File: config.mk
export PLATFORM = sky130hd
export DESIGN_NAME = boot_loader_ctrl
export DESIGN_NICKNAME = d
export VERILOG_FILES = /design/src/rtl/boot_loader_pkg.sv /design/src/rtl/boot_frame_asm.sv /design/src/rtl/boot_loader_ctrl.sv
export SDC_FILE = /design/constraint.sdc
export NUM_CORES = 1
export LEC_CHECK = 0
export BUFFER_PORTS_ARGS = -buffer_cell sky130_fd_sc_hd__buf_4
export CORE_UTILIZATION = 47
export CTS_CLUSTER_DIAMETER = 80
export DETAILED_ROUTE_END_ITERATION = 6
export PLACE_DENSITY_LB_ADDON = 0.12
export SLEW_MARGIN = 0
export SYNTH_ARGS = -nofsm -noshare
export SYNTH_HDL_FRONTEND = slang
export SYNTH_SLANG_ARGS = --single-unit
File: constraint.sdc
create_clock -name clk_in -period 4.1 [get_ports clk_in]
set_clock_uncertainty 0.1 [all_clocks]
set_input_delay 0.615 -clock clk_in [delete_from_list [all_inputs] [get_ports clk_in]]
set_output_delay 0.615 -clock clk_in [all_outputs]
set_load 0.005 [all_outputs]
File: src/rtl/boot_loader_pkg.sv
// ============================================================================
// Module   : boot_loader_pkg
// Purpose  : Shared states, command bytes and frame geometry for the boot loader.
// Revision : 1.0
// ============================================================================
`default_nettype none

package boot_loader_pkg;

    localparam logic [2:0] ST_IDLE   = 3'd0;
    localparam logic [2:0] ST_ADDR   = 3'd1;
    localparam logic [2:0] ST_DATA   = 3'd2;
    localparam logic [2:0] ST_CSUM   = 3'd3;
    localparam logic [2:0] ST_VERIFY = 3'd4;
    localparam logic [2:0] ST_COMMIT = 3'd5;

    localparam logic [7:0] CMD_WRITE = 8'h57;  // "W"
    localparam logic [7:0] CMD_HALT  = 8'h48;  // "H"
    localparam logic [7:0] CMD_GO    = 8'h47;  // "G"
    localparam logic [7:0] CMD_CLR   = 8'h43;  // "C"

    // Payload bytes after the command byte: 4 address + 4 data, little-endian
    localparam int         FRAME_BYTES   = 8;
    localparam logic [3:0] ADDR_LAST_IDX = 4'd3;
    localparam logic [3:0] DATA_LAST_IDX = 4'd7;

endpackage

`default_nettype wire

File: src/rtl/boot_frame_asm.sv
// ============================================================================
// Module   : boot_frame_asm
// Purpose  : Assembles frame payload bytes into addr/data, inter-byte timeout,
//            and XOR checksum when BOOT_LOADER_CHECKSUM_EN is defined.
// Revision : 1.0
// ============================================================================
`default_nettype none

module boot_frame_asm
    import boot_loader_pkg::*;
#(
    parameter int TIMEOUT_CYC = 4096
) (
    input  logic        clk_i,
    input  logic        rst_n_i,
    input  logic        active_i,
    input  logic        valid_i,
    input  logic [7:0]  byte_i,
    output logic [3:0]  idx_o,
    output logic [31:0] addr_o,
    output logic [31:0] data_o,
    output logic        timeout_o
`ifdef BOOT_LOADER_CHECKSUM_EN
    ,
    output logic        csum_ok_o
`endif
);

    localparam int TMR_W = $clog2(TIMEOUT_CYC + 1);

    logic [63:0]      frame_q, frame_d;
    logic [3:0]       idx_q, idx_d;
    logic [TMR_W-1:0] tmr_q;
    logic             take_w;

    assign take_w = active_i && valid_i && (idx_q < 4'(FRAME_BYTES));

    always_comb begin
        frame_d = frame_q;
        idx_d   = idx_q;
        if (!active_i) begin
            idx_d = '0;
        end else if (take_w) begin
            frame_d[{idx_q[2:0], 3'b000} +: 8] = byte_i;
            idx_d = idx_q + 4'd1;
        end
    end

    always_ff @(posedge clk_i) begin
        if (!rst_n_i) begin
            frame_q <= '0;
            idx_q   <= '0;
            tmr_q   <= '0;
        end else begin
            frame_q <= frame_d;
            idx_q   <= idx_d;
            tmr_q   <= (!active_i || valid_i) ? '0 : tmr_q + 1'b1;
        end
    end

    // Outputs see the byte arriving this cycle so the last byte can commit at once
    assign addr_o    = frame_d[31:0];
    assign data_o    = frame_d[63:32];
    assign idx_o     = idx_q;
    assign timeout_o = active_i && !valid_i && (tmr_q == TMR_W'(TIMEOUT_CYC - 1));

`ifdef BOOT_LOADER_CHECKSUM_EN
    logic [7:0] csum_q;

    always_ff @(posedge clk_i) begin
        if (!rst_n_i || !active_i) begin
            csum_q <= '0;
        end else if (take_w) begin
            csum_q <= csum_q ^ byte_i;
        end
    end

    assign csum_ok_o = (byte_i == csum_q);
`endif

endmodule

`default_nettype wire

File: src/rtl/boot_loader_ctrl.sv
// ============================================================================
// Module   : boot_loader_ctrl
// Purpose  : UART command FSM, CPU halt/restart and RAM write-port arbitration.
//            Optional frame checksum: BOOT_LOADER_CHECKSUM_EN.
// Revision : 1.0
// ============================================================================
`default_nettype none

module boot_loader_ctrl
    import boot_loader_pkg::*;
#(
    parameter logic [31:0] ADDR_LIMIT   = 32'h20000,
    parameter int          TIMEOUT_CYC  = 4096,
    parameter int          STARVE_MAX   = 32,
    parameter logic        RESET_HALTED = 1'b1
) (
    input  logic        clk_in,
    input  logic        rst_in,
    input  logic [7:0]  rx_data_in,
    input  logic        rx_valid_in,
    input  logic        cpu_mem_req_in,
    output logic        cpu_stall_out,
    output logic        cpu_halt_out,
    output logic        cpu_restart_out,
    output logic [31:0] mem_addr_out,
    output logic [31:0] mem_data_out,
    output logic        mem_we_out,
    output logic        busy_out,
    output logic        err_out,
    output logic [15:0] words_out
);

    logic [2:0]  state_q, state_d;
    logic        halt_q, halt_d, restart_q, restart_d, err_q, err_d;
    logic [7:0]  wait_q, wait_d;
    logic [15:0] words_q, words_d;
    logic [31:0] maddr_q, maddr_d, mdata_q, mdata_d;
    logic [3:0]  idx_w;
    logic [31:0] addr_w, data_w;
    logic        timeout_w, active_w, grant_w, starve_w, commit_w, we_w;

`ifdef BOOT_LOADER_CHECKSUM_EN
    logic csum_ok_w, csum_ok_q, csum_ok_d;
    assign active_w = (state_q == ST_ADDR) || (state_q == ST_DATA) || (state_q == ST_CSUM);
`else
    assign active_w = (state_q == ST_ADDR) || (state_q == ST_DATA);
`endif

    boot_frame_asm #(
        .TIMEOUT_CYC (TIMEOUT_CYC)
    ) u_asm (
        .clk_i     (clk_in),
        .rst_n_i   (rst_in),
        .active_i  (active_w),
        .valid_i   (rx_valid_in),
        .byte_i    (rx_data_in),
        .idx_o     (idx_w),
        .addr_o    (addr_w),
        .data_o    (data_w),
        .timeout_o (timeout_w)
`ifdef BOOT_LOADER_CHECKSUM_EN
        ,
        .csum_ok_o (csum_ok_w)
`endif
    );

    // CPU owns the port unless halted or idle; loader forces a stall once starved
    assign commit_w = (state_q == ST_COMMIT);
    assign grant_w  = halt_q || !cpu_mem_req_in;
    assign starve_w = (wait_q == 8'(STARVE_MAX));
    assign we_w     = commit_w && (grant_w || starve_w);

    always_comb begin
        state_d   = state_q;
        halt_d    = halt_q;
        restart_d = 1'b0;
        err_d     = err_q;
        wait_d    = '0;
        words_d   = words_q;
        maddr_d   = maddr_q;
        mdata_d   = mdata_q;
`ifdef BOOT_LOADER_CHECKSUM_EN
        csum_ok_d = csum_ok_q;
`endif
        case (state_q)
            ST_IDLE: begin
                if (rx_valid_in) begin
                    case (rx_data_in)
                        CMD_WRITE: state_d = ST_ADDR;
                        CMD_HALT:  halt_d  = 1'b1;
                        CMD_GO: begin
                            halt_d    = 1'b0;
                            restart_d = 1'b1;
                        end
                        CMD_CLR:   err_d   = 1'b0;
                        default:   ;
                    endcase
                end
            end
            ST_ADDR: begin
                if (timeout_w) begin
                    state_d = ST_IDLE;
                    err_d   = 1'b1;
                end else if (rx_valid_in && (idx_w == ADDR_LAST_IDX)) begin
                    state_d = ST_DATA;
                end
            end
            ST_DATA: begin
                if (timeout_w) begin
                    state_d = ST_IDLE;
                    err_d   = 1'b1;
                end else if (rx_valid_in && (idx_w == DATA_LAST_IDX)) begin
`ifdef BOOT_LOADER_CHECKSUM_EN
                    state_d = ST_CSUM;
`else
                    if (addr_w >= ADDR_LIMIT) begin
                        state_d = ST_IDLE;
                        err_d   = 1'b1;
                    end else begin
                        state_d = ST_COMMIT;
                        maddr_d = {addr_w[31:2], 2'b00};
                        mdata_d = data_w;
                    end
`endif
                end
            end
`ifdef BOOT_LOADER_CHECKSUM_EN
            ST_CSUM: begin
                if (timeout_w) begin
                    state_d = ST_IDLE;
                    err_d   = 1'b1;
                end else if (rx_valid_in) begin
                    state_d   = ST_VERIFY;
                    csum_ok_d = csum_ok_w;
                end
            end
            ST_VERIFY: begin
                if (rx_valid_in) err_d = 1'b1;
                if (!csum_ok_q || (addr_w >= ADDR_LIMIT)) begin
                    state_d = ST_IDLE;
                    err_d   = 1'b1;
                end else begin
                    state_d = ST_COMMIT;
                    maddr_d = {addr_w[31:2], 2'b00};
                    mdata_d = data_w;
                end
            end
`endif
            ST_COMMIT: begin
                if (rx_valid_in) err_d = 1'b1;
                if (we_w) begin
                    state_d = ST_IDLE;
                    words_d = words_q + 16'd1;
                end else begin
                    wait_d = wait_q + 8'd1;
                end
            end
            default: state_d = ST_IDLE;
        endcase
    end

    always_ff @(posedge clk_in) begin
        if (!rst_in) begin
            state_q   <= ST_IDLE;
            halt_q    <= RESET_HALTED;
            restart_q <= 1'b0;
            err_q     <= 1'b0;
            wait_q    <= '0;
            words_q   <= '0;
            maddr_q   <= '0;
            mdata_q   <= '0;
`ifdef BOOT_LOADER_CHECKSUM_EN
            csum_ok_q <= 1'b0;
`endif
        end else begin
            state_q   <= state_d;
            halt_q    <= halt_d;
            restart_q <= restart_d;
            err_q     <= err_d;
            wait_q    <= wait_d;
            words_q   <= words_d;
            maddr_q   <= maddr_d;
            mdata_q   <= mdata_d;
`ifdef BOOT_LOADER_CHECKSUM_EN
            csum_ok_q <= csum_ok_d;
`endif
        end
    end

    assign cpu_stall_out   = commit_w && starve_w && !grant_w;
    assign cpu_halt_out    = halt_q;
    assign cpu_restart_out = restart_q;
    assign mem_addr_out    = maddr_q;
    assign mem_data_out    = mdata_q;
    assign mem_we_out      = we_w;
    assign busy_out        = (state_q != ST_IDLE);
    assign err_out         = err_q;
    assign words_out       = words_q;

endmodule

`default_nettype wire

# Yosys cells after proc, flatten, opt, wreduce, memory -nomap -nowiden

Cells that the tools add are included.

Register bits: 173
Input bits: 12
Output and inout port bits: 86
Logic and storage cells: 96

$add $sub $neg: 5
Magnitude comparators: 2
Equality and inequality tests: 20
Shift operators: 2
Mux-type cells: 22
Bitwise operators: 4
Reduce and logical (&&, ||, !) cells: 30

Operators by type and width:

| cell                                                   | count |
|---|---|
| two-way mux 64 bit                                     | 2 |
| bitwise mux 64 bit                                     | 1 |
| variable shift 8 x 8 -> 64 bit (first input constant)  | 1 |
| variable part select 8 x 8 -> 64 bit                   | 1 |
| equality test 8 x 7 -> 1 bit (second input constant)   | 4 |
| >= comparator 32 x 18 -> 1 bit (second input constant) | 1 |
| two-way mux 3 bit                                      | 8 |
| adder 16 x 1 -> 16 bit (second input constant)         | 1 |
| adder 13 x 1 -> 13 bit (second input constant)         | 1 |
| equality test 13 x 12 -> 1 bit (second input constant) | 1 |
| case mux 3 bit (4 select lines)                        | 1 |
| logical AND 1 bit                                      | 9 |
| != test 3 x 2 -> 1 bit (second input constant)         | 3 |
| adder 8 x 1 -> 8 bit (second input constant)           | 1 |
| equality test 8 x 6 -> 1 bit (second input constant)   | 1 |
| two-way mux 1 bit                                      | 8 |
| != test 2 bit (second input constant)                  | 4 |
| negation 6 -> 8 bit                                    | 1 |
| AND reduction 7 bit                                    | 1 |
| AND reduction 3 bit                                    | 2 |
| AND reduction 5 bit                                    | 1 |
| adder 4 x 1 -> 4 bit (second input constant)           | 1 |
| equality test 4 x 2 -> 1 bit (second input constant)   | 1 |
| equality test 4 x 3 -> 1 bit (second input constant)   | 1 |
| other kinds (18)                                       | 29 |

# Depth between registers and ports, before layout

Gate-level depths: netlist of the first run.

Depth in word-level cells: 11
Depth in mapped cells: 13
Gate-level depth less buffers: 9

# By module

From an unflattened synthesis of the first run, not the netlist that was laid out.

Cells, all modules: 827
Area, all modules: 7938.9 um^2

By module, submodules not included:

| module           | times used | cells each | area an instance (um^2) |
|---|---|---|---|
| boot_frame_asm   | 1          | 397        | 4042.6 |
| boot_loader_ctrl | 1          | 430        | 3896.2 |

# Worst setup path before layout of the first run

OpenSTA, ideal clock, no wires.

Path kind: reg-to-reg
Start: register u_asm.idx_q[0] (netlist: u_asm.idx_o[0])
End: register mdata_q[10] (netlist: mem_data_out[10])
Library setup time: 0.121 ns
Arrival: 2.728 ns
Required time: 3.879 ns
Path slack: 1.151 ns
Cell stages (with the launch flop): 13
Path buffers: 3
Period minus slack after synthesis: 2.949 ns
Cells stage by stage: dfxtp_1 > clkbuf_1 > inv_1 > ha_1 > ha_1 > and4b_1 > nand4bb_1 > buf_4 > mux2_2 > nand2_1 > nor3b_2 > buf_4 > mux2_2

Longest elaborated chain between the ends: 8
Elaborated cells between the ends (all ways): 13

Ends and longest elaborated chain:

| item                                                                                   | RTL line                | source |
|---|---|---|
| start, declared                                                                        | boot_frame_asm.sv:32    | `logic [3:0] idx_q, idx_d;` |
| start signal, assigned                                                                 | boot_frame_asm.sv:56    | `idx_q <= idx_d;` |
| negation 6 -> 8 bit                                                                    | boot_frame_asm.sv:44    | `frame_d[{idx_q[2:0], 3'b000} +: 8] = byte_i;` |
| variable part select 8 x 8 -> 64 bit or variable shift 8 x 8 -> 64 bit (tied branches) | boot_frame_asm.sv:44    |  |
| bitwise mux 64 bit                                                                     | boot_frame_asm.sv:44    |  |
| two-way mux 64 bit                                                                     | boot_frame_asm.sv:43    | `end else if (take_w) begin` |
| two-way mux 64 bit                                                                     | boot_frame_asm.sv:41    | `if (!active_i) begin` |
| >= comparator 32 x 18 -> 1 bit                                                         | boot_loader_ctrl.sv:116 | `if (addr_w >= ADDR_LIMIT) begin` |
| NOT 1 bit (no line)                                                                    | --                      |  |
| AND reduction 4 bit (no line)                                                          | --                      |  |
| end signal, assigned                                                                   | boot_loader_ctrl.sv:183 | `mdata_q <= mdata_d;` |
| end, declared                                                                          | boot_loader_ctrl.sv:37  | `logic [31:0] maddr_q, maddr_d, mdata_q, mdata_d;` |

Several ways; a longest one is shown, not always the timed one.
A chain may end at the register's enable or synchronous reset.

# Worst setup path after layout of the first run

Start: register u_asm.idx_q[0] (netlist: u_asm.idx_o[0])
End: register mdata_q[6] (netlist: mem_data_out[6])

The elaborated chain is that of the path after synthesis.

==> metrics.csv, run 1 <==
stage,metric,value,unit
cts,clock_latency_on_the_worst_skew_pair,420,ps
cts,ctsLongestPathBuffers,2,
timing,totalNegativeSetupSlack,0,ps
worst_setup_path,setup.worst_path.start_class,flop,
run,max_cap_violations,0,
layout,antenna-diode-count,0,
detailed_routing,drt_first_iter_violations,241,
timing,setup_viol,0,
cts,cts_tree,done,
cts,ctsResizeCount,0,
layout,area.growth.synth_to_final,19.9,%
hold_path,hp-class,reg2reg,
timing,timing.slew.headroom,0.246,
yosys,synth_sequential_area_ratio,0.486,
timing,final_number_of_max_transition_violations,0,
power,leakage,3.75,nW
worst_setup_path,cp_max_fanout,30,
die,die_h,124,µm
detailed_routing,route.detailed.vias_per_inst,5.27,
die,coreArea,0.0146,mm²
detailed_routing,postRouteAntennaNets,0,
layout,postLayoutCoreUtil,0.578,
detailed_routing,drc,0,
timing,timing.fmax,301,MHz
worst_setup_path,reg2reg_setup_slack,770,ps
worst_setup_path,worstPathArrival,3600,ps
power,max-vdd-ir-drop,0.272,mV
timing,final.hold.worst_slack,366,ps
worst_setup_path,required,4370,ps
detailed_routing,vias,5196,
cts,clock_tree.htree_level_count,4,
die,chipWidth,124,µm
timing,period_share,0.811,
global_route,grt_overflow,0,
worst_setup_path,path_depth_of_the_worst_reg2reg_path,8,
timing,finalHoldViolations,0,
global_route,grt_first_pass_wirelength,25200,µm
yosys,netlist_instances,717,
detailed_routing,detailedRoute.firstPassIterationCount,4,
worst_setup_path,cp-endpoint,mem_data_out[6],
yosys,post_synth.cell_area_avg,9.82,µm²
die,pin_count,98,
cts,post_cts_buffers,0,
global_route,pin_count_of_the_biggest_net_entering_global_routing,116,
die,total_number_of_placement_rows,44,
worst_setup_path,crit-reg2reg-capture,mem_data_out[6],
cts,cts_num_sinks,171,
cts,clk_transition_reported_paths,60,ps
global_route,antenna_found_initial,0,
layout,post_route_cells_drive_above_1_share,0.209,
yosys,postSynthRegisterBits,171,
placement,globalplace.congestion,0.806,
yosys,synth_edf_count,0,
yosys,share_of_flip_flops_with_an_asynchronous_set_or_reset,0,
placement,place.port_buffers,95,
detailed_routing,routed_wire_length_per_instance,15.5,µm
cts,cts_made_buffers,17,
power,power.density_cell_area,404,mW/mm²
status,status,"complete, no violations",
timing,max_slew.worst_pin.slew,1100,ps
cts,clockRootBuffer,sky130_fd_sc_hd__clkbuf_16,
timing,rsz_0062_raised_after_global_routing,false,
timing,final.min_clock_period,3330,ps
layout,nNetsFinal,808,
yosys,number_of_warnings_printed_during_yosys_synthesis,0,
yosys,synthesis.area,0.00704,mm²
worst_setup_path,worstSetupPathType,reg2reg,
global_route,grt_usage,0.202,
detailed_routing,routed_wirelength,15200,µm
die,initial_core_util,0.483,
global_route,first_global_vias,4950,
placement,post-dp-hpwl,10300,µm
worst_setup_path,rr_startpoint,u_asm.idx_o[0],
worst_setup_path,cp_endpoint_kind,flop,
yosys,netlist-cell-type-count,60,
worst_setup_path,startpoint,u_asm.idx_o[0],
die,dieArea,0.0155,mm²
yosys,postSynth.topFlopCell,sky130_fd_sc_hd__dfxtp_1,
layout,n_fill_cell,1267,
cts,cts-hold-fix-buffers,0,
[power by group]
part	total, mW	switching [mW]	internal [mW]
registers	1.66	0.000267	1.66
logic	0.0610	0.0418	0.0192
clock network	1.69	0.666	1.02
total	3.41	0.708	2.70
[cell families after synthesis]
group           count (synthesis)  share of synthesized area
simple gates                  308                      0.241
flops                         171                      0.486
compound gates                 84                     0.0974
buf+inv                        58                     0.0387
mux                            56                     0.0830
xor+xnor                       32                     0.0409
fa+ha+maj                       7                     0.0124
other cells                     1                   0.000533
[metrics by stage]
step	worst slack, ps	power, mW	std cells	area, µm²
finish	775	3.41	986	8440
floorplan	1150	1.74	718	7040
global route	549	3.51	986	8440
global placement	855	1.76	954	7810
CTS	806	3.45	986	8440
detailed placement	811	1.76	954	7810
[worst min-delay path by stage]
stage | start | to | cells after the start
final | u_asm.tmr_q[0] | u_asm.tmr_q[0] | 1
after global routing | u_asm.tmr_q[0] | u_asm.tmr_q[0] | 1
after CTS | u_asm.tmr_q[0] | u_asm.tmr_q[0] | 1
after floorplan | u_asm.tmr_q[0] | u_asm.tmr_q[0] | 1
after global placement | u_asm.tmr_q[0] | u_asm.tmr_q[0] | 1
after detailed placement | u_asm.tmr_q[0] | u_asm.tmr_q[0] | 1
[critical path, cell delays in order, from the launching register on]
cell	delay (ps)
sky130_fd_sc_hd__dfxtp_1	390
sky130_fd_sc_hd__inv_1	90
sky130_fd_sc_hd__ha_1	450
sky130_fd_sc_hd__nor2b_1	510
sky130_fd_sc_hd__a31oi_1	220
sky130_fd_sc_hd__o2111ai_2	760
sky130_fd_sc_hd__buf_4	410
sky130_fd_sc_hd__nand3_1	110
sky130_fd_sc_hd__a21bo_2	220
[state kept, by name, summed over array words and instances (netlist names)]
name             flops
u_asm.frame_q       62
mem_data_out        32
mem_addr_out        30
words_out           16
u_asm.tmr_q         13
wait_q               8
u_asm.idx_o          4
state_q              3
cpu_halt_out         1
cpu_restart_out      1
err_out              1
[synthesized netlist by cell type (4+ instances only)]
master                     number  area [µm²]
sky130_fd_sc_hd__dfxtp_1      171        3420
sky130_fd_sc_hd__nand3_1       76         380
sky130_fd_sc_hd__nor2b_1       43         269
sky130_fd_sc_hd__nor2_1        42         158
sky130_fd_sc_hd__mux2i_1       37         370
sky130_fd_sc_hd__nand2_1       37         139
sky130_fd_sc_hd__and2_1        36         225
sky130_fd_sc_hd__clkbuf_1      29         109
sky130_fd_sc_hd__and3_1        24         150
sky130_fd_sc_hd__o21ai_0       17        85.1
sky130_fd_sc_hd__xnor2_1       16         140
sky130_fd_sc_hd__a21bo_2       15         150
sky130_fd_sc_hd__xor2_1        15         131
sky130_fd_sc_hd__a21bo_1       14         140
sky130_fd_sc_hd__mux2_2        11         124
sky130_fd_sc_hd__a21boi_0      10        75.1
sky130_fd_sc_hd__inv_1          9        33.8
sky130_fd_sc_hd__buf_2          8        40.0
sky130_fd_sc_hd__mux2_1         8        90.1
sky130_fd_sc_hd__nand4_1        8        50.1
sky130_fd_sc_hd__ha_1           7        87.6
sky130_fd_sc_hd__nand2b_1       7        43.8
sky130_fd_sc_hd__buf_4          6        45.0
sky130_fd_sc_hd__and4_1         5        43.8
sky130_fd_sc_hd__nor3_1         5        25.0
sky130_fd_sc_hd__nor4_1         4        25.0
sky130_fd_sc_hd__or3_1          4        25.0
[cell type report]
type                    instances  area [µm²]  area share
well taps                     184         230      0.0273
clock inverters                10         153      0.0181
inverters                       9        33.8     0.00400
multi-input cells             489        3350       0.397
repair buffers                101         771      0.0913
clock buffers                  22         474      0.0562
flip-flops and latches        171        3420       0.406
[placed cells by master (no fill, tap or decap), types with 5 or more instances in the layout]
master	n
sky130_fd_sc_hd__mux2i_1	37
sky130_fd_sc_hd__nor2_1	42
sky130_fd_sc_hd__xnor2_1	16
sky130_fd_sc_hd__nor2b_1	43
sky130_fd_sc_hd__ha_1	7
sky130_fd_sc_hd__nor3_1	5
sky130_fd_sc_hd__clkbuf_16	17
sky130_fd_sc_hd__and4_1	5
sky130_fd_sc_hd__dfxtp_1	171
sky130_fd_sc_hd__nand2_1	37
sky130_fd_sc_hd__xor2_1	15
sky130_fd_sc_hd__mux2_1	8
sky130_fd_sc_hd__and3_1	24
sky130_fd_sc_hd__nand2b_1	7
sky130_fd_sc_hd__mux2_2	11
sky130_fd_sc_hd__a21bo_2	15
sky130_fd_sc_hd__nand3_1	76
sky130_fd_sc_hd__nand4_1	8
sky130_fd_sc_hd__and2_1	36
sky130_fd_sc_hd__buf_4	100
sky130_fd_sc_hd__inv_1	9
sky130_fd_sc_hd__a21bo_1	14
sky130_fd_sc_hd__o21ai_0	17
sky130_fd_sc_hd__a21boi_0	10
[layer usage]
layer  GRT usage  share of wire  wire [µm]
met5           0              0          0
met4      0.0773         0.0079        120
met3      0.0417          0.041        626
met2       0.328           0.48       7390
met1       0.263           0.47       7100
No activity file was read; power rests on OpenSTA's default activity.
==> inputs of run 2 (changes only) <==
==> constraint.sdc (replaced) <==
create_clock -name clk_in -period 2.9 [get_ports clk_in]
set_clock_uncertainty 0.1 [all_clocks]
set_input_delay 0.435 -clock clk_in [delete_from_list [all_inputs] [get_ports clk_in]]
set_output_delay 0.435 -clock clk_in [all_outputs]
set_load 0.005 [all_outputs]
==> run 2 against run 1 <==
Utilization rose by 1.1 points. Clock power rose by 25%. Total power increased by 34%. Largest cell class unchanged. Largest power group is now sequential cells.
==> metrics.csv, run 2 (synthesis results as in run 1) <==
stage,metric,value,unit
status,status,"complete, no violations",
run,max_cap_violations,0,
global_route,grt_usage,0.212,
layout,area.growth.synth_to_final,22.2,%
worst_setup_path,crit-reg2reg-capture,mem_data_out[15],
cts,cts_tree,done,
cts,clock_tree.htree_level_count,4,
die,chipWidth,124,µm
timing,final_number_of_max_transition_violations,0,
hold_path,worst_hold_path.num_cells,2,
hold_path,hp-start,rx_data_in[1],
timing,rsz_0062_raised_after_global_routing,false,
global_route,grt_util_met1,0.274,
detailed_routing,vias,5348,
worst_setup_path,worstPathArrival,3000,ps
cts,cts-hold-fix-buffers,0,
worst_setup_path,worstSetupPathType,reg2reg,
cts,clk_transition_reported_paths,70,ps
power,leakage,3.86,nW
layout,mostFrequentLayoutCell,sky130_fd_sc_hd__dfxtp_1,
die,initial_core_util,0.483,
die,die_h,124,µm
die,dieArea,0.0155,mm²
layout,antenna-diode-count,0,
cts,ctsLongestPathBuffers,2,
placement,post-dp-hpwl,11100,µm
global_route,first_global_vias,5194,
layout,registers.top_by_ff_count,u_asm.frame_q,
power,power.density_cell_area,530,mW/mm²
worst_setup_path,cp_max_fanout,12,
cts,cts_made_buffers,17,
global_route,grt_most_used_layer,met2,
layout,number_of_flip_flops_in_the_largest_register,62,
die,total_number_of_placement_rows,44,
timing,timing.slew.headroom,0.587,
detailed_routing,routed_wirelength,16000,µm
detailed_routing,drt_first_iter_violations,275,
worst_setup_path,setup.worst_path.start_class,flop,
timing,finalHoldViolations,0,
timing,final.min_clock_period,2790,ps
timing,totalNegativeSetupSlack,0,ps
global_route,global_route_met2_utilization,0.349,
worst_setup_path,path_depth_of_the_worst_reg2reg_path,11,
layout,most-common-layout-cells,"sky130_fd_sc_hd__dfxtp_1 (169), sky130_fd_sc_hd__buf_4 (123), sky130_fd_sc_hd__nand3_1 (75)",
hold_path,holdPathEnd,cpu_halt_out,
cts,clockRootBuffer,sky130_fd_sc_hd__clkbuf_16,
placement,place.port_buffers,95,
detailed_routing,postRouteAntennaNets,0,
timing,period_share,0.960,
worst_setup_path,cp_endpoint_kind,flop,
detailed_routing,route.detailed.vias_per_inst,5.28,
global_route,globalRouteMet3Util,0.0468,
hold_path,hp-class,in2reg,
detailed_routing,drc,0,
die,coreArea,0.0146,mm²
timing,max_slew.worst_pin.slew,619,ps
timing,setup_viol,0,
layout,post_route_cells_drive_above_1_share,0.239,
global_route,antenna_found_initial,0,
worst_setup_path,rr_startpoint,u_asm.idx_o[0],
global_route,grt_first_pass_wirelength,26400,µm
layout,postLayoutCoreUtil,0.589,
worst_setup_path,reg2reg_setup_slack,110,ps
detailed_routing,routed_wire_length_per_instance,15.8,µm
die,pin_count,98,
layout,nNetsFinal,834,
power,max-vdd-ir-drop,0.398,mV
global_route,grt_overflow,0,
global_route,pin_count_of_the_biggest_net_entering_global_routing,66,
placement,globalplace.congestion,0.819,
worst_setup_path,required,3110,ps
cts,clock_latency_on_the_worst_skew_pair,420,ps
cts,cts_num_sinks,171,
detailed_routing,detailedRoute.firstPassIterationCount,4,
timing,timing.fmax,359,MHz
## run 2: cell count changes in the layout (fill, tap and decap cells not counted), moves of 2 or more
cell / change
sky130_fd_sc_hd__clkinvlp_4: +2
sky130_fd_sc_hd__dfxtp_1: -2
sky130_fd_sc_hd__buf_4: +23
sky130_fd_sc_hd__clkinv_2: +3
sky130_fd_sc_hd__bufinv_16: -3
sky130_fd_sc_hd__dfxtp_2: +2
## run 2: worst max-delay path: stages, from the launching register on
cell and delay, ps:
sky130_fd_sc_hd__dfxtp_2 340, sky130_fd_sc_hd__inv_1 50, sky130_fd_sc_hd__ha_1 190, sky130_fd_sc_hd__ha_1 330, sky130_fd_sc_hd__and4b_1 250, sky130_fd_sc_hd__nand4bb_1 150
sky130_fd_sc_hd__mux2_2 280, sky130_fd_sc_hd__nand2_1 100, sky130_fd_sc_hd__nor3b_4 230, sky130_fd_sc_hd__buf_6 160, sky130_fd_sc_hd__clkbuf_16 170, sky130_fd_sc_hd__mux2_2 330
## run 2: power by group
group / switching (mW) / total [mW] / internal (mW)
registers: 0.000348 / 2.35 / 2.35
logic: 0.0649 / 0.0983 / 0.0334
clock network: 0.941 / 2.11 / 1.17
total: 1.01 / 4.56 / 3.55
## run 2: through the flow
step,cell area (µm²),hold slack [ps],setup slack [ps],instances,power [mW]
6_report,8600,193,115,1012,4.56
5_1_grt,8600,208,8.92,1012,4.72
4_1_cts,8550,185,27.2,1009,4.60
3_5_place_dp,8000,350,28.7,977,2.50
3_3_place_gp,8000,346,131,977,2.50
2_1_floorplan,7040,330,60.5,718,2.46
## run 2: how the worst max path moves through the flow
stage	depth (start not counted)	slack (ps)	endpoint	startpoint
after floorplan	12	60	mem_data_out[10]	u_asm.idx_o[0]
after global placement	10	130	mem_data_out[15]	u_asm.idx_o[1]
after detailed placement	10	30	mem_data_out[13]	u_asm.idx_o[0]
after CTS	10	30	mem_addr_out[6]	u_asm.idx_o[0]
after global routing	11	9	mem_data_out[8]	u_asm.idx_o[1]
final	11	110	mem_data_out[15]	u_asm.idx_o[0]
## run 2: final cells by class
class	instances	area [µm²]
clock buffers	21	470
multi-input cells	489	3360
inverters	9	33.8
repair buffers	127	1000
fillers	1279	5990
well taps	184	230
flip-flops and latches	171	3430
clock inverters	11	81.3
## run 2: timing repair
action | 4_1_cts | 5_1_grt
setup buffers | 0 | 2
endpoints found under the setup margin | 0 | 26
resized for setup | 0 | 4
## run 2: per-layer routing
metal / share of wire / vias up
met2: 0.47 / 101
met1: 0.47 / 2569
met3: 0.035 / 14
li1: - / 2664
met5: 0 / -
met4: 0.015 / 0
==> inputs of run 3 (changes only) <==
==> constraint.sdc (replaced) <==
create_clock -name clk_in -period 2.9 [get_ports clk_in]
set_clock_uncertainty 0.1 [all_clocks]
set_input_delay 0.435 -clock clk_in [delete_from_list [all_inputs] [get_ports clk_in]]
set_output_delay 0.435 -clock clk_in [all_outputs]
set_load 0.05 [all_outputs]
==> run 3 against run 2 <==
Clock power increased by 15%. First-iteration DRC count decreased by 19%. Via count decreased by 0.58%. Global-route usage decreased by 0.30 points. Register-to-register slack about the same. Maximum frequency decreased by 0.42%. Worst setup slack got worse by 12 ps. Critical path type unchanged. Final area increased by 0.77%.
==> metrics.csv, run 3 (synthesis results as in run 1) <==
stage,metric,value,unit
global_route,pin_count_of_the_biggest_net_entering_global_routing,66,
power,comb_power_share,0.021,
die,dieArea,0.0155,mm²
status,status,"complete, no violations",
layout,number_of_flip_flops_in_the_largest_register,62,
detailed_routing,route.detailed.vias_per_inst,5.27,
worst_setup_path,cp_max_fanout,12,
die,coreArea,0.0146,mm²
detailed_routing,drc,0,
timing,final.min_clock_period,2800,ps
cts,ctsLongestPathBuffers,2,
timing,finalHoldViolations,0,
layout,antenna-diode-count,0,
timing,post-route-worst-setup-slack,103,ps
cts,cts_made_buffers,17,
layout,n_fill_cell,1253,
worst_setup_path,slowest_delay,380,ps
run,max_cap_violations,0,
layout,nNetsFinal,830,
worst_setup_path,worstPathArrival,3020,ps
global_route,grt_usage,0.209,
die,pin_count,98,
layout,post_route_cells_drive_above_1_share,0.235,
die,total_number_of_placement_rows,44,
global_route,antenna_found_initial,0,
power,clock_power_share,0.498,
timing,final_number_of_max_transition_violations,0,
placement,place.port_buffers,95,
power,leakage,3.89,nW
cts,clock_latency_on_the_worst_skew_pair,420,ps
global_route,grt_overflow,0,
die,die_h,124,µm
detailed_routing,routed_wirelength,16000,µm
cts,cts_tree,done,
detailed_routing,routed_wire_length_per_instance,15.8,µm
placement,globalplace.congestion,0.832,
detailed_routing,drt_first_iter_violations,222,
global_route,first_global_vias,5127,
detailed_routing,postRouteAntennaNets,0,
power,max-vdd-ir-drop,0.366,mV
power,net-switching-power,1.04,mW
cts,cts_num_sinks,171,
layout,final_area,0.00867,mm²
cts,clockRootBuffer,sky130_fd_sc_hd__clkbuf_16,
worst_setup_path,crit_chain,inv_1 -> ha_1 -> ha_4 -> nor4b_2 -> and4_1 -> nor2_1 -> nor3b_4 -> buf_4 -> clkbuf_16 -> mux2_2,
hold_path,hp-class,in2reg,
timing,period_share,0.964,
power,power_switching_share,0.213,
power,total_power,4.88,mW
die,initial_core_util,0.483,
layout,area.growth.synth_to_final,23.1,%
timing,rsz_0062_raised_after_global_routing,false,
power,power.density_cell_area,563,mW/mm²
layout,registers.top_by_ff_count,u_asm.frame_q,
layout,postLayoutCoreUtil,0.594,
die,chipWidth,124,µm
worst_setup_path,timing.critical_path.slowest_stage_cell,sky130_fd_sc_hd__nor4b_2,
detailed_routing,vias,5317,
layout,most-common-layout-cells,"sky130_fd_sc_hd__dfxtp_1 (170), sky130_fd_sc_hd__buf_4 (120), sky130_fd_sc_hd__nand3_1 (75)",
worst_setup_path,setup.worst_path.start_class,flop,
worst_setup_path,cp_endpoint_kind,flop,
worst_setup_path,worstSetupPathType,reg2reg,
timing,timing.fmax,358,MHz
power,internal-power,3.84,mW
layout,mostFrequentLayoutCell,sky130_fd_sc_hd__dfxtp_1,
timing,totalNegativeSetupSlack,0,ps
placement,post-dp-hpwl,10800,µm
cts,clk_transition_reported_paths,70,ps
timing,max_slew.worst_pin.slew,616,ps
placement,placed_cell_area,0.00796,mm²
cts,clock_tree.htree_level_count,4,
detailed_routing,detailedRoute.firstPassIterationCount,5,
global_route,grt_first_pass_wirelength,26000,µm
placement,preCtsSetupSlack,102,ps
timing,timing.slew.headroom,0.589,
power,seq_power_share,0.481,
worst_setup_path,required,3120,ps
timing,setup_viol,0,
## run 3: cell types whose count changed in the layout (fill, tap and decap cells not counted), moves of 3 or more
cell / before / now
sky130_fd_sc_hd__clkinvlp_4: 3 / 0
sky130_fd_sc_hd__clkbuf_8: 3 / 0
sky130_fd_sc_hd__bufinv_16: 0 / 4
sky130_fd_sc_hd__buf_4: 123 / 120
## run 3: routing by layer
metal / global-route usage / wire length [µm] / vias to the layer above
met5: 0 / 0 / -
met4: 0.0652 / 186 / 0
met3: 0.0537 / 803 / 15
met2: 0.341 / 7670 / 108
met1: 0.270 / 7300 / 2532
li1: - / - / 2662
## run 3: repair_timing
action | CTS | global route
hold buffers | 0 | 0
resized for setup | 0 | 4
setup endpoints to repair | 0 | 19
buffers inserted | 0 | 3
## run 3: power groups by stage
stage          clock network, mW  registers, mW  logic (mW)
2_1_floorplan                  0           2.40      0.0646
3_3_place_gp                   0           2.40       0.100
3_5_place_dp                   0           2.40       0.102
4_1_cts                     2.48           2.35       0.103
5_1_grt                     2.58           2.35       0.109
6_report                    2.43           2.35       0.102
## run 3: through the flow
stage | hold slack, ps | std cells
2_1_floorplan | 330 | 718
3_3_place_gp | 346 | 972
3_5_place_dp | 359 | 972
4_1_cts | 251 | 1004
5_1_grt | 257 | 1008
6_report | 272 | 1008
## run 3: area by class of cell
| type | instances | area (µm²) | area share |
|---|---|---|---|
| clock buffers | 18 | 429 | 0.0495 |
| clock inverters | 14 | 208 | 0.0240 |
| inverters | 9 | 33.8 | 0.00390 |
| multi-input cells | 489 | 3370 | 0.389 |
| flip-flops and latches | 171 | 3420 | 0.395 |
| well taps | 184 | 230 | 0.0266 |
| repair buffers | 123 | 966 | 0.111 |
## run 3: critical path, delay by kind of cell (launching register included)
family                   cells  cell delay [ps]
AND/OR/NAND/NOR              4             1000
adder cells (fa/ha/maj)      2              510
buffers and inverters        3              400
flip-flops                   1              360
multiplexers                 1              330
## run 3: worst paths after layout
kind	startpoint	slack, ps	cells after the start	endpoint
worst max register to register	u_asm.idx_o[0]	100	10	mem_data_out[26]
worst max-delay path	u_asm.idx_o[0]	100	10	mem_data_out[26]
worst min-delay path	rx_data_in[3]	270	2	u_asm.frame_q[19]
worst min register to register	u_asm.tmr_q[0]	370	1	u_asm.tmr_q[0]
